--- src/rtl/spi_fault_injector.sv ---
// Inline SPI fault injector: arms on selected decoded commands, waits a number of
// byte boundaries, then replaces or XORs a pattern onto MOSI or MISO, MSB first.
module spi_fault_injector #(
    parameter int NUM_TRIG = 2,
    parameter int PAT_W    = 8,
    parameter int SKIP_W   = 8
) (
    input  logic                  CLK,
    input  logic                  async_reset_n,
    input  logic                  MOSI_IN,
    output logic                  MOSI_OUT,
    input  logic                  MISO_IN,
    output logic                  MISO_OUT,
    input  logic                  io_MOSIReadSuccess,
    input  logic [5:0]            io_MOSICommand,
    input  logic                  io_BufferChanged,
    input  logic                  cfg_enable,
    input  logic [NUM_TRIG-1:0]   cfg_trig_valid,
    input  logic [NUM_TRIG*6-1:0] cfg_trig_cmd,
    input  logic [SKIP_W-1:0]     cfg_skip,
    input  logic [PAT_W-1:0]      cfg_pattern,
    input  logic [1:0]            cfg_mode,
    input  logic                  cfg_repeat,
    output logic [7:0]            io_InjectCount,
    output logic                  io_Injecting,
    output logic [7:0]            io___dbg_state
);

    localparam int BIT_W = (PAT_W > 1) ? $clog2(PAT_W) : 1;

    typedef enum logic [2:0] {
        ST_IDLE   = 3'd0,
        ST_ARMED  = 3'd1,
        ST_DELAY  = 3'd2,
        ST_INJECT = 3'd3,
        ST_DONE   = 3'd4
    } state_t;

    // Every matching slot triggers identically, so the lowest-index winner reduces to an OR.
    function automatic logic trig_match(input logic [NUM_TRIG-1:0]   valid,
                                        input logic [NUM_TRIG*6-1:0] cmds,
                                        input logic [5:0]            cmd);
        logic hit;
        hit = 1'b0;
        for (int i = 0; i < NUM_TRIG; i++) begin
            hit = hit | (valid[i] & (cmds[6*i +: 6] == cmd));
        end
        return hit;
    endfunction

    state_t             state_r;
    logic               sel_mosi_r;
    logic               sel_miso_r;
    logic               drive_r;
    logic               rs_hist_r;
    logic               bc_hist_r;
    logic [SKIP_W-1:0]  skip_cnt_r;
    logic [BIT_W-1:0]   bit_cnt_r;
    logic [PAT_W-1:0]   pat_r;
    logic [1:0]         mode_r;
    logic [7:0]         inject_cnt_r;

    logic               rs_rise_s;
    logic               rs_fall_s;
    logic               bc_rise_s;
    logic               hit_s;
    logic               start_s;
    logic [PAT_W-1:0]   start_pat_s;
    logic [1:0]         start_mode_s;

    assign rs_rise_s = io_MOSIReadSuccess & ~rs_hist_r;
    assign rs_fall_s = ~io_MOSIReadSuccess & rs_hist_r;
    assign bc_rise_s = io_BufferChanged & ~bc_hist_r;
    assign hit_s     = trig_match(cfg_trig_valid, cfg_trig_cmd, io_MOSICommand);

    // Injection start: immediate on a zero-skip trigger, or on the byte edge that empties the delay.
    always_comb begin
        start_s      = 1'b0;
        start_pat_s  = pat_r;
        start_mode_s = mode_r;
        case (state_r)
            ST_ARMED: begin
                start_pat_s  = cfg_pattern;
                start_mode_s = cfg_mode;
                start_s      = rs_rise_s & hit_s & (cfg_skip == {SKIP_W{1'b0}});
            end
            ST_DELAY: begin
                start_s = ~rs_fall_s & bc_rise_s & (skip_cnt_r == SKIP_W'(1));
            end
            default: begin
                start_s = 1'b0;
            end
        endcase
    end

    // Control FSM, edge history and injection counter, all on the falling SPI edge.
    always_ff @(negedge CLK or negedge async_reset_n) begin
        if (!async_reset_n) begin
            state_r      <= ST_IDLE;
            sel_mosi_r   <= 1'b0;
            sel_miso_r   <= 1'b0;
            drive_r      <= 1'b0;
            rs_hist_r    <= 1'b0;
            bc_hist_r    <= 1'b0;
            skip_cnt_r   <= {SKIP_W{1'b0}};
            bit_cnt_r    <= {BIT_W{1'b0}};
            pat_r        <= {PAT_W{1'b0}};
            mode_r       <= 2'b00;
            inject_cnt_r <= 8'd0;
        end else begin
            rs_hist_r <= io_MOSIReadSuccess;
            bc_hist_r <= io_BufferChanged;
            if (!cfg_enable) begin
                state_r    <= ST_IDLE;
                sel_mosi_r <= 1'b0;
                sel_miso_r <= 1'b0;
            end else if (start_s) begin
                state_r    <= ST_INJECT;
                sel_mosi_r <= ~start_mode_s[1];
                sel_miso_r <= start_mode_s[1];
                drive_r    <= start_pat_s[PAT_W-1];
                bit_cnt_r  <= BIT_W'(PAT_W - 1);
                pat_r      <= start_pat_s;
                mode_r     <= start_mode_s;
                skip_cnt_r <= {SKIP_W{1'b0}};
            end else begin
                case (state_r)
                    ST_IDLE: begin
                        state_r <= ST_ARMED;
                    end
                    ST_ARMED: begin
                        if (rs_rise_s && hit_s) begin
                            pat_r      <= cfg_pattern;
                            mode_r     <= cfg_mode;
                            skip_cnt_r <= cfg_skip;
                            state_r    <= ST_DELAY;
                        end
                    end
                    ST_DELAY: begin
                        // A transaction ending before the target byte cancels the injection.
                        if (rs_fall_s) begin
                            state_r <= ST_ARMED;
                        end else if (bc_rise_s) begin
                            skip_cnt_r <= skip_cnt_r - SKIP_W'(1);
                        end
                    end
                    ST_INJECT: begin
                        if (bit_cnt_r != {BIT_W{1'b0}}) begin
                            drive_r   <= pat_r[bit_cnt_r - BIT_W'(1)];
                            bit_cnt_r <= bit_cnt_r - BIT_W'(1);
                        end else begin
                            sel_mosi_r <= 1'b0;
                            sel_miso_r <= 1'b0;
                            drive_r    <= 1'b0;
                            state_r    <= ST_DONE;
                            if (inject_cnt_r != 8'hFF) begin
                                inject_cnt_r <= inject_cnt_r + 8'd1;
                            end
                        end
                    end
                    ST_DONE: begin
                        if (cfg_repeat) begin
                            state_r <= ST_ARMED;
                        end
                    end
                    default: begin
                        state_r    <= ST_IDLE;
                        sel_mosi_r <= 1'b0;
                        sel_miso_r <= 1'b0;
                    end
                endcase
            end
        end
    end

    assign MOSI_OUT       = sel_mosi_r ? (mode_r[0] ? (MOSI_IN ^ drive_r) : drive_r) : MOSI_IN;
    assign MISO_OUT       = sel_miso_r ? (mode_r[0] ? (MISO_IN ^ drive_r) : drive_r) : MISO_IN;
    assign io_Injecting   = sel_mosi_r | sel_miso_r;
    assign io_InjectCount = inject_cnt_r;
    assign io___dbg_state = {5'b00000, state_r};

endmodule
--- config.mk ---
export PLATFORM = sky130hd
export DESIGN_NAME = spi_fault_injector
export DESIGN_NICKNAME = d
export VERILOG_FILES = /design/src/rtl/spi_fault_injector.sv
export SDC_FILE = /design/constraint.sdc
export NUM_CORES = 1
export LEC_CHECK = 0
export CORE_MARGIN = 2
export CORE_UTILIZATION = 33
export DETAILED_ROUTE_END_ITERATION = 7
export PLACE_DENSITY = 0.62
export SYNTH_ARGS = -nofsm -noshare
export SYNTH_HDL_FRONTEND = slang
export SYNTH_SLANG_ARGS = --single-unit
--- constraint.sdc ---
create_clock -name CLK -period 2.6 [get_ports CLK]
set_input_delay 0.39 -clock CLK [delete_from_list [all_inputs] [get_ports CLK]]
set_output_delay 0.39 -clock CLK [all_outputs]
set_load 0.05 [all_outputs]
After elaboration in Yosys (flattened, before gate mapping)
Index checks and enable logic that the tools add are counted.
{"block": "word_totals", "reg_bits": 37, "input_bits": 46, "out_inout_bits": 19, "elab_cells": 110}
{"block": "classes", "n_addsub": 3, "magnitude_cmp": 1, "n_eq_ne": 16, "n_mux": 39, "n_bitwise": 20, "reduce_logical": 18}
{"cell": "$mux 8", "n": 8}
{"cell": "$mux 3", "n": 9}
{"cell": "$ne 4x4->1 const B", "n": 4}
{"cell": "$pmux 8 s2", "n": 1}
{"cell": "$pmux 3 s5", "n": 1}
{"cell": "$mux 1", "n": 13}
{"cell": "$eq 6x6->1", "n": 2}
{"cell": "$reduce_and 5->1", "n": 2}
{"cell": "$and 1x1->1", "n": 9}
{"cell": "$ne 3x3->1 const B", "n": 3}
{"cell": "$reduce_and 3->1", "n": 3}
{"cell": "$add 8x1->8 const B", "n": 1}
{"cell": "$eq 8x1->1 const B", "n": 1}
{"cell": "$logic_not 8->1", "n": 1}
{"cell": "$mux 2", "n": 4}
{"cell": "$ne 8x8->1 const B", "n": 1}
{"cell": "$reduce_bool 2->1", "n": 4}
{"cell": "$sub 8x1->8 const B", "n": 1}
{"cell": "$not 1->1", "n": 7}
{"cell": "$eq 3x2->1 const B", "n": 2}
{"cell": "$reduce_bool 3->1", "n": 2}
{"cell": "$lt 3x4->1 const B", "n": 1}
{"cell": "$pmux 1 s2", "n": 2}
{"cell": "$reduce_and 2->1", "n": 2}
{"cell": "11 further kinds", "n": 13}

Depth between registers and ports, before layout
Gate-level depths: netlist (run 1).
{"block": "logic_depth", "ltp_word": 8, "ltp_mapped": 8, "depth_no_buf": 8}

==> results.json, run 1 <==
{
  "outcome": "finished, violations left",
  "failed_checks": "negative setup slack",
  "clkSinkCount": 37,
  "worst_pin_slew_ns": 0.643,
  "netlist-cell-type-count": 58,
  "clkTransAtPathRegs_ns": 0.05,
  "antenna_found_initial": 0,
  "ys_dominant_reg_cell": "sky130_fd_sc_hd__dfrtn_1",
  "port-buffer-count": 59,
  "cts_hold_repair.buffers": 0,
  "critical_path_class": "reg2out",
  "holdCritPathClass": "reg2reg",
  "total_area_of_multi_input_combinational_cells_sq_mm": 0.00169,
  "syn_inst": 232,
  "yosys_register_bits": 37,
  "initialDrtViolationCount": 81,
  "hold_path_depth": 1,
  "power_leakage_uw": 0.00174,
  "worst_clock_skew_ns": 0.00291,
  "ioPinCount": 65,
  "share_of_final_layout_standard_cells_stronger_than_drive_strength_1_pct": 50.3,
  "yosys-top-cells-area": "sky130_fd_sc_hd__dfrtn_1 (40%), sky130_fd_sc_hd__xnor2_1 (7.2%), sky130_fd_sc_hd__o21ai_0 (3.9%)",
  "floorplan.core_area_sq_mm": 0.00679,
  "cts-buffers-inserted": 5,
  "fillerInstances": 574,
  "cp-start-kind": "flip-flop",
  "worst_r2r_endpoint": "skip_cnt_r[3]$_DFFE_NN0P_",
  "slew_headroom_pct": 56.8,
  "slew_viol_final": 0,
  "synthesis.yosys.warnings": 0,
  "setup_repair_after_global_routing_missed_its_margin": "yes",
  "timing.critical_path.slowest_cell_delay_ns": 0.50,
  "tritoncts_clock_tree": "done",
  "data_arrival_time_at_the_worst_slack_endpoint_ns": 2.56,
  "max-cap-violations": 0,
  "syn_avg_cell_area_sq_um": 10.0,
  "vias_per_cell": 5.04,
  "dpl.hpwl_um": 4420,
  "timing.critical_path.cells": "nand2b_1, a21oi_2, nor2_4, buf_12",
  "final-seq-area_sq_um": 926,
  "finalNetCount": 398,
  "area_delta_synth_final_pct": 70.9,
  "netlist.top_cell.by_area": "sky130_fd_sc_hd__dfrtn_1",
  "critPathTopFamily": "flip-flops",
  "dp_slack_ns": -0.922,
  "chipWidth_um": 87.9,
  "drt_pass1_iterations": 4,
  "netlist.area_leader.share_pct": 39.9,
  "final-setup-viol-count": 33,
  "routed-via-count": 2236,
  "timing.reg2reg.setup_slack_ns": 0.60,
  "wire_per_inst_um": 14.8,
  "layout_common_cells": "sky130_fd_sc_hd__buf_4 (42), sky130_fd_sc_hd__dfrtn_1 (37), sky130_fd_sc_hd__buf_6 (23), sky130_fd_sc_hd__nor2_1 (14), sky130_fd_sc_hd__buf_12 (14)",
  "placement_rows": 30,
  "finalWeightedCongestion": 0.879,
  "die_height_um": 87.9,
  "cts_root_buffer": "sky130_fd_sc_hd__clkbuf_8",
  "initial_standard_cell_utilization_of_the_core_pct": 34.2,
  "vdd.ir_drop.worst_v": 0.000249,
  "detail_route.drc_violations": 0,
  "part_of_the_yosys_area_used_for_sequential_elements_pct": 39.9,
  "rr_worst_depth": 7,
  "global_route_wire_length_before_repair_um": 10200,
  "worst_hold_startpoint": "pat_r[1]$_DFFE_NN0P_",
  "number_of_global_route_vias_before_repair": 2189,
  "final_critical_path_setup_slack_ns": -0.352,
  "post-layout-total-power_uw": 1360,
  "worstPathRequired_ns": 2.21,
  "async_reset_ff_share_pct": 100,
  "grt_start_max_net_pins": 38,
  "min_delay_worst_endpoint": "pat_r[1]$_DFFE_NN0P_",
  "h-tree-depth": 2,
  "post_synth_design_cell_area_sq_mm": 0.00232,
  "cts_buffer_depth": 2,
  "cellPowerDensity_mw_per_mm2": 343,
  "critical_path.slowest_cell": "sky130_fd_sc_hd__dfrtn_1",
  "timing_hold_violations_final": 0,
  "critical_path_maximum_fanout": 5,
  "overflow": 0,
  "globalRouteTotalUtil_pct": 16.8,
  "postRouteWirelength_um": 6550,
  "drt.antenna.violating_nets": 0,
  "antenna_cells_inserted": 0,
  "mostFrequentLayoutCell": "sky130_fd_sc_hd__buf_4",
  "clock_insertion_delay_worst_skew_ns": 0.30,
  "critical_path_buf_inv_count": 1,
  "number_of_flops_mapped_to_enable_cells_by_yosys": 0,
  "die_area_sq_mm": 0.00772,
  "setup.worst_path.end_class": "output port",
  "critical_path.reg2reg.startpoint": "skip_cnt_r[0]$_DFFE_NN0P_"
}
-- per-layer routing --
| layer | share of wire (%) | GRT usage, % |
|---|---|---|
| met1 | 44 | 20.9 |
| met2 | 50 | 30.1 |
| met3 | 5.4 | 3.39 |
| met4 | 0.58 | 3.78 |
| met5 | 0 | 0 |
-- per-stage QoR --
| stage | TNS, ns | instances | hold slack, ns | area, sq um | util (%) |
|---|---|---|---|---|---|
| finish | -3.93 | 444 | 0.450 | 3970 | 58.4 |
| floorplan | -5.05 | 236 | 0.421 | 2440 | - |
| detailed placement | -28.38 | 414 | 0.446 | 3440 | 50.6 |
| global placement | -27.29 | 414 | 0.439 | 3440 | 50.6 |
| CTS | -4.41 | 440 | 0.446 | 3810 | 56.2 |
| global route | -6.03 | 444 | 0.471 | 3970 | 58.4 |
-- worst max-delay path by stage --
stage / start / to / slack (ns) / depth (start not counted)
2_1_floorplan: io_MOSICommand[0] / mode_r[0]$_DFFE_NN0P_ / -0.23 / 6
3_3_place_gp: io_MOSICommand[0] / pat_r[5]$_DFFE_NN0P_ / -0.87 / 7
3_5_place_dp: io_MOSICommand[0] / pat_r[3]$_DFFE_NN0P_ / -0.92 / 7
4_1_cts: mode_r[0]$_DFFE_NN0P_ / MOSI_OUT / -0.33 / 4
5_1_grt: sel_miso_r$_DFFE_NN0P_ / MISO_OUT / -0.40 / 4
6_report: sel_miso_r$_DFFE_NN0P_ / MISO_OUT / -0.35 / 4
-- sequential cells by signal (all words and copies together), names as in the netlist --
register / count
io_InjectCount: 8
pat_r: 8
skip_cnt_r: 8
bit_cnt_r: 3
state_r: 3
mode_r: 2
bc_hist_r: 1
drive_r: 1
rs_hist_r: 1
sel_miso_r: 1
sel_mosi_r: 1
-- report_power, final --
group / internal (uW) / switching [uW]
sequential: 595 / 16.0
clock: 189 / 224
combinational: 167 / 169
-- cells by family (layout without fill, tap and decap cells) --
| kind of cell | count (synthesis) | after routing | share of synthesized area [%] |
|---|---|---|---|
| AO/OA/AOI/OAI | 62 | 63 | 18.3 |
| XOR/XNOR | 20 | 20 | 7.54 |
| AND/OR/NAND/NOR | 85 | 87 | 23.1 |
| adder cells (fa/ha/maj) | 5 | 5 | 2.69 |
| multiplexers | 7 | 7 | 4.20 |
| buffers and inverters | 15 | 124 | 4.15 |
| other | 1 | 5 | 0.161 |
| flip-flops | 37 | 37 | 39.9 |
-- cell type report --
cell class,instances,area share [%]
clock buffers,6,1.83
clock inverters,2,0.378
inverters,6,0.568
multi-input cells,187,42.5
flip-flops and latches,37,23.3
well taps,96,3.03
repair buffers,110,28.3
-- cells in the mapped netlist, drive strengths merged, types with 6 or more instances --
cell type	number
a22o	10
nor2	20
a21oi	11
dfrtn	37
nand3	6
nor4	6
inv	6
buf	8
xnor2	19
o21ai	28
nand2	14
nand2b	6
nor3	6
nand4	10
-- what timing repair did --
| action | CTS | global route |
|---|---|---|
| endpoints found under the setup margin | 48 | 46 |
| buffers inserted | 16 | 4 |
| pin swaps | 45 | 23 |
| gates resized for setup | 178 | 30 |
| cloned | 2 | 1 |
(Power assumes the default switching activity.)
==> run 2: changes to the inputs <==
--- a/config.mk
+++ b/config.mk
@@ -8,6 +8,7 @@
 export CORE_MARGIN = 2
 export CORE_UTILIZATION = 33
 export DETAILED_ROUTE_END_ITERATION = 7
+export GPL_TIMING_DRIVEN = 0
 export PLACE_DENSITY = 0.62
 export SYNTH_ARGS = -nofsm -noshare
 export SYNTH_HDL_FRONTEND = slang
==> run 2 against run 1 <==
- the flow still finishes with violations (negative setup slack)
- largest cell class unchanged
- worst setup slack better by 0.038 ns
- largest power group unchanged
- non-clock buffer count down 7
- via count up 0.36%
==> results.json, run 2 (synthesis gave the netlist of run 1 again) <==
{
  "slew_viol_final": 0,
  "max-cap-violations": 0,
  "post-layout-total-power_uw": 1320,
  "area_delta_synth_final_pct": 59.1,
  "final_critical_path_setup_slack_ns": -0.314,
  "post_layout_nonfiller_instances": 437,
  "layout_common_cells": "sky130_fd_sc_hd__dfrtn_1 (37), sky130_fd_sc_hd__buf_4 (34), sky130_fd_sc_hd__buf_6 (33), sky130_fd_sc_hd__nor2_1 (14), sky130_fd_sc_hd__buf_2 (14)",
  "global_route_wire_length_before_repair_um": 9760,
  "floorplan.core_area_sq_mm": 0.00679,
  "hold_path_depth": 1,
  "setup.worst_path.end_class": "output port",
  "cp-start-kind": "flip-flop",
  "critical_path_class": "reg2out",
  "routed-via-count": 2244,
  "fillerInstances": 610,
  "detail_route.drc_violations": 0,
  "worst_hold_startpoint": "pat_r[2]$_DFFE_NN0P_",
  "finalNetCount": 391,
  "cellPowerDensity_mw_per_mm2": 357,
  "antenna_cells_inserted": 0,
  "cts-buffers-inserted": 5,
  "final-setup-viol-count": 29,
  "cts_buffer_depth": 2,
  "rr_worst_depth": 8,
  "placement_rows": 30,
  "timing_hold_violations_final": 0,
  "place_inst": 390,
  "postRouteWirelength_um": 6370,
  "total_area_of_multi_input_combinational_cells_sq_mm": 0.00161,
  "antenna_found_initial": 0,
  "critical_path.slowest_cell": "sky130_fd_sc_hd__dfrtn_1",
  "cts_root_buffer": "sky130_fd_sc_hd__clkbuf_8",
  "port-buffer-count": 58,
  "worstPathRequired_ns": 2.21,
  "clock_insertion_delay_worst_skew_ns": 0.30,
  "die_area_sq_mm": 0.00772,
  "worst_clock_skew_ns": 0.00483,
  "outcome": "finished, violations left",
  "h-tree-depth": 2,
  "clkSinkCount": 37,
  "critical_path_maximum_fanout": 5,
  "timing.critical_path.slowest_cell_delay_ns": 0.50,
  "finalWeightedCongestion": 0.841,
  "cts_hold_repair.buffers": 0,
  "critical_path.reg2reg.startpoint": "skip_cnt_r[0]$_DFFE_NN0P_",
  "setup_repair_after_global_routing_missed_its_margin": "yes",
  "worst_r2r_endpoint": "skip_cnt_r[5]$_DFFE_NN0P_",
  "ioPinCount": 65,
  "overflow": 0,
  "number_of_global_route_vias_before_repair": 2037,
  "initialDrtViolationCount": 89,
  "critical_path.endpoint": "MISO_OUT",
  "chipWidth_um": 87.9,
  "timing.reg2reg.setup_slack_ns": 0.64,
  "data_arrival_time_at_the_worst_slack_endpoint_ns": 2.52,
  "worst_pin_slew_ns": 0.853,
  "failed_checks": "negative setup slack",
  "power_leakage_uw": 0.00165,
  "globalRouteTotalUtil_pct": 16.3,
  "mostFrequentLayoutCell": "sky130_fd_sc_hd__dfrtn_1",
  "clkTransAtPathRegs_ns": 0.05,
  "timing.critical_path.from": "drive_r$_DFFE_NN0P_",
  "vdd.ir_drop.worst_v": 0.000188,
  "die_height_um": 87.9,
  "final-seq-area_sq_um": 926,
  "share_of_final_layout_standard_cells_stronger_than_drive_strength_1_pct": 46.6,
  "wire_per_inst_um": 14.6,
  "tritoncts_clock_tree": "done",
  "vias_per_cell": 5.14,
  "slew_headroom_pct": 43.1,
  "dpl.hpwl_um": 4120,
  "grt_start_max_net_pins": 38,
  "timing.critical_path.cells": "nand4_1, o21ai_2, nor2_4, buf_6",
  "holdCritPathClass": "reg2reg",
  "drt.antenna.violating_nets": 0,
  "drt_pass1_iterations": 4,
  "initial_standard_cell_utilization_of_the_core_pct": 34.2
}
[run 2: cell types whose count changed in the layout (fill, tap and decap cells not counted), sizes merged]
cell | before | now
buf | 93 | 86
clkbuf | 6 | 10
clkdlybuf4s15 | 3 | 1
clkinvlp | 2 | 0
[run 2: power by group]
part | internal [uW] | leakage (uW) | switching [uW]
combinational | 154 | 0.00110 | 159
clock | 191 | 0.0000395 | 205
sequential | 596 | 0.000509 | 13.6
[run 2: per-stage QoR]
| stage | setup slack [ns] | TNS (ns) | utilization [%] | cell area [sq um] | hold slack, ns |
|---|---|---|---|---|---|
| floorplan | -0.225 | -5.05 | - | 2440 | 0.421 |
| global route | -0.383 | -6.56 | 54.4 | 3690 | 0.456 |
| global placement | -1.02 | -67.28 | 46.2 | 3140 | 0.430 |
| detailed placement | -0.943 | -30.25 | 46.1 | 3130 | 0.440 |
| CTS | -0.302 | -4.45 | 52.7 | 3580 | 0.446 |
| finish | -0.314 | -4.05 | 54.4 | 3690 | 0.446 |
[run 2: worst min-delay path by stage]
stage,end,slack (ns)
5_1_grt,pat_r[2]$_DFFE_NN0P_,0.46
2_1_floorplan,mode_r[1]$_DFFE_NN0P_,0.42
3_3_place_gp,io_InjectCount[4]$_DFFE_NN0P_,0.43
3_5_place_dp,io_InjectCount[6]$_DFFE_NN0P_,0.44
4_1_cts,pat_r[2]$_DFFE_NN0P_,0.45
6_report,pat_r[2]$_DFFE_NN0P_,0.45
[run 2: area by class of cell]
type / count / share of cell area [%]
plain buffers: 9 / 2.34
clock buffers: 8 / 2.17
inverters: 6 / 0.610
multi-input cells: 187 / 43.7
flip-flops and latches: 37 / 25.1
well taps: 96 / 3.25
repair buffers: 94 / 22.9
[run 2: repair_timing]
item,4_1_cts,5_1_grt
gates resized for setup,260,21
hold endpoints to repair,0,0
buffers inserted,30,8
pin swaps,42,17
cloned,2,1
endpoints found under the setup margin,40,44
[run 2: critical path, delay by kind of cell, from the launching register on]
kind            cells  cell delay [ns]
simple gates        2             0.17
flops               1             0.50
compound gates      1             0.10
buf+inv             1             0.14
[run 2: metal layers]
metal	up-vias	track usage, %	wire length [um]
met1	1112	22.0	2790
met5	-	0	0
met2	62	26.1	3080
li1	1064	-	-
met4	0	5.03	74
met3	6	3.86	417
==> run 3: changes to the inputs <==
--- a/config.mk
+++ b/config.mk
@@ -5,11 +5,13 @@
 export SDC_FILE = /design/constraint.sdc
 export NUM_CORES = 1
 export LEC_CHECK = 0
+export CORE_ASPECT_RATIO = 1.5
 export CORE_MARGIN = 2
 export CORE_UTILIZATION = 33
 export DETAILED_ROUTE_END_ITERATION = 7
 export GPL_TIMING_DRIVEN = 0
 export PLACE_DENSITY = 0.62
+export REMOVE_ABC_BUFFERS = 1
 export SYNTH_ARGS = -nofsm -noshare
 export SYNTH_HDL_FRONTEND = slang
 export SYNTH_SLANG_ARGS = --single-unit
==> run 3 against run 2 <==
- the run still ends with negative setup slack left
- clock skew is essentially flat
- worst setup slack lost 0.011 ns
- core utilization shrank 2.5 points
- critical path depth is the same
- power grew 7.8%
- combinational power shrank 6%
- sequential share of layout area grew 0.99 points
==> results.json, run 3 (synthesis gave the netlist of run 1 again) <==
{
  "global_route_wire_length_before_repair_um": 9920,
  "clkSinkCount": 37,
  "timing.critical_path.cells": "nand2b_1, a21oi_1, nor2_1, buf_6",
  "critical_path.slowest_cell": "sky130_fd_sc_hd__dfrtn_1",
  "tritoncts_clock_tree": "done",
  "floorplan.core_area_sq_mm": 0.00685,
  "port-buffer-count": 59,
  "final_core_util_pct": 51.9,
  "critical_path_class": "reg2out",
  "cts_buffer_depth": 2,
  "die_height_um": 107,
  "vdd.ir_drop.worst_v": 0.000272,
  "timing_hold_violations_final": 0,
  "holdCritPathClass": "reg2reg",
  "pwr-share-seq_pct": 42.9,
  "rr_worst_depth": 7,
  "initial_standard_cell_utilization_of_the_core_pct": 33.9,
  "area_delta_synth_final_pct": 53.1,
  "globalRouteTotalUtil_pct": 16.2,
  "overflow": 0,
  "netSwitchingFraction_pct": 26.1,
  "critical_path_buf_inv_count": 1,
  "post-layout-total-power_uw": 1420,
  "layout_common_cells": "sky130_fd_sc_hd__dfrtn_1 (37), sky130_fd_sc_hd__buf_4 (33), sky130_fd_sc_hd__buf_6 (28), sky130_fd_sc_hd__nor2_1 (16)",
  "cp-start-kind": "flip-flop",
  "final-setup-viol-count": 29,
  "cts_root_buffer": "sky130_fd_sc_hd__clkbuf_8",
  "antenna_found_initial": 0,
  "final_critical_path_setup_slack_ns": -0.325,
  "die_area_sq_mm": 0.00774,
  "max-cap-violations": 0,
  "postRouteWirelength_um": 6240,
  "placement_rows": 37,
  "failed_checks": "negative setup slack",
  "cellPowerDensity_mw_per_mm2": 400,
  "initialDrtViolationCount": 103,
  "drt.antenna.violating_nets": 0,
  "drt_pass1_iterations": 5,
  "worstPathRequired_ns": 2.21,
  "grt_start_max_net_pins": 38,
  "dp_slack_ns": -1.10,
  "finalWeightedCongestion": 0.880,
  "power_frac_comb_pct": 20.7,
  "dpl.hpwl_um": 4250,
  "antenna_cells_inserted": 0,
  "slew_viol_final": 0,
  "crit_cells": 4,
  "critical_path_maximum_fanout": 5,
  "number_of_global_route_vias_before_repair": 2170,
  "slew_headroom_pct": 44.0,
  "mostFrequentLayoutCell": "sky130_fd_sc_hd__dfrtn_1",
  "cellInternalPower_uw": 1050,
  "setup.worst_path.end_class": "output port",
  "vias_per_cell": 5.21,
  "data_arrival_time_at_the_worst_slack_endpoint_ns": 2.53,
  "share_of_final_layout_standard_cells_stronger_than_drive_strength_1_pct": 43.0,
  "ioPinCount": 65,
  "worst_clock_skew_ns": 0.00455,
  "finalNetCount": 380,
  "wire_per_inst_um": 15.3,
  "cts-buffers-inserted": 5,
  "critPathTopFamily": "flip-flops",
  "h-tree-depth": 2,
  "clkTransAtPathRegs_ns": 0.05,
  "outcome": "finished, violations left",
  "clock_insertion_delay_worst_skew_ns": 0.30,
  "detail_route.drc_violations": 0,
  "routed-via-count": 2125,
  "timing.critical_path.slowest_cell_delay_ns": 0.46,
  "power_leakage_uw": 0.00159,
  "net-switching-power_uw": 370,
  "power.clock.fraction_pct": 36.4,
  "setup_repair_after_global_routing_missed_its_margin": "yes",
  "hold_path_depth": 1,
  "chipWidth_um": 72.5,
  "worst_pin_slew_ns": 0.840
}
run 3: final timing paths:
| path | from | end | slack [ns] |
|---|---|---|---|
| worst min register to register | mode_r[1]$_DFFE_NN0P_ | mode_r[1]$_DFFE_NN0P_ | 0.44 |
| worst max-delay path | mode_r[0]$_DFFE_NN0P_ | MISO_OUT | -0.32 |
| worst min-delay path | mode_r[1]$_DFFE_NN0P_ | mode_r[1]$_DFFE_NN0P_ | 0.44 |
| max in group asynchronous | async_reset_n | bit_cnt_r[1]$_DFFE_NN0P_ | 0.66 |
| min in group asynchronous | async_reset_n | skip_cnt_r[0]$_DFFE_NN0P_ | 1.37 |
| worst max register to register | state_r[0]$_DFFE_NN0P_ | skip_cnt_r[0]$_DFFE_NN0P_ | 0.52 |
run 3: layer usage:
layer / wire length (um) / GRT usage, % / vias to the layer above
met5: 0 / 0 / -
met4: 128 / 5.29 / 0
met3: 193 / 2.73 / 12
met2: 3420 / 29.6 / 45
met1: 2490 / 18.8 / 1024
li1: - / - / 1044
run 3: through the flow:
| step | hold slack, ns | cells | TNS (ns) | cell area [sq um] |
|---|---|---|---|---|
| 5_1_grt | 0.454 | 408 | -6.70 | 3550 |
| 2_1_floorplan | 0.421 | 227 | -6.99 | 2260 |
| 4_1_cts | 0.442 | 394 | -5.18 | 3360 |
| 3_3_place_gp | 0.431 | 364 | -75.42 | 2950 |
| 6_report | 0.436 | 408 | -5.30 | 3550 |
| 3_5_place_dp | 0.438 | 364 | -39.30 | 2950 |
run 3: repair_timing:
action | in CTS | in global routing
pin swaps | 43 | 20
setup endpoints to repair | 49 | 44
cloned | 1 | 0
hold buffers | 0 | 0
resized for setup | 246 | 36
buffers inserted | 21 | 14
run 3: layout make-up:
| type | instances | area (sq um) |
|---|---|---|
| clock buffer | 7 | 86.3 |
| sequential | 37 | 926 |
| fill | 644 | 3300 |
| timing repair buffer | 94 | 850 |
| clock inverter | 1 | 30.0 |
| multi-input combinational | 185 | 1540 |
| tap | 78 | 97.6 |
| inverter | 6 | 22.5 |
run 3: power groups by stage:
| stage | Combinational [uW] | Clock, uW | Sequential (uW) |
|---|---|---|---|
| 2_1_floorplan | 113 | 0 | 631 |
| 3_3_place_gp | 235 | 0 | 628 |
| 3_5_place_dp | 236 | 0 | 627 |
| 4_1_cts | 269 | 526 | 609 |
| 5_1_grt | 317 | 549 | 611 |
| 6_report | 294 | 516 | 610 |
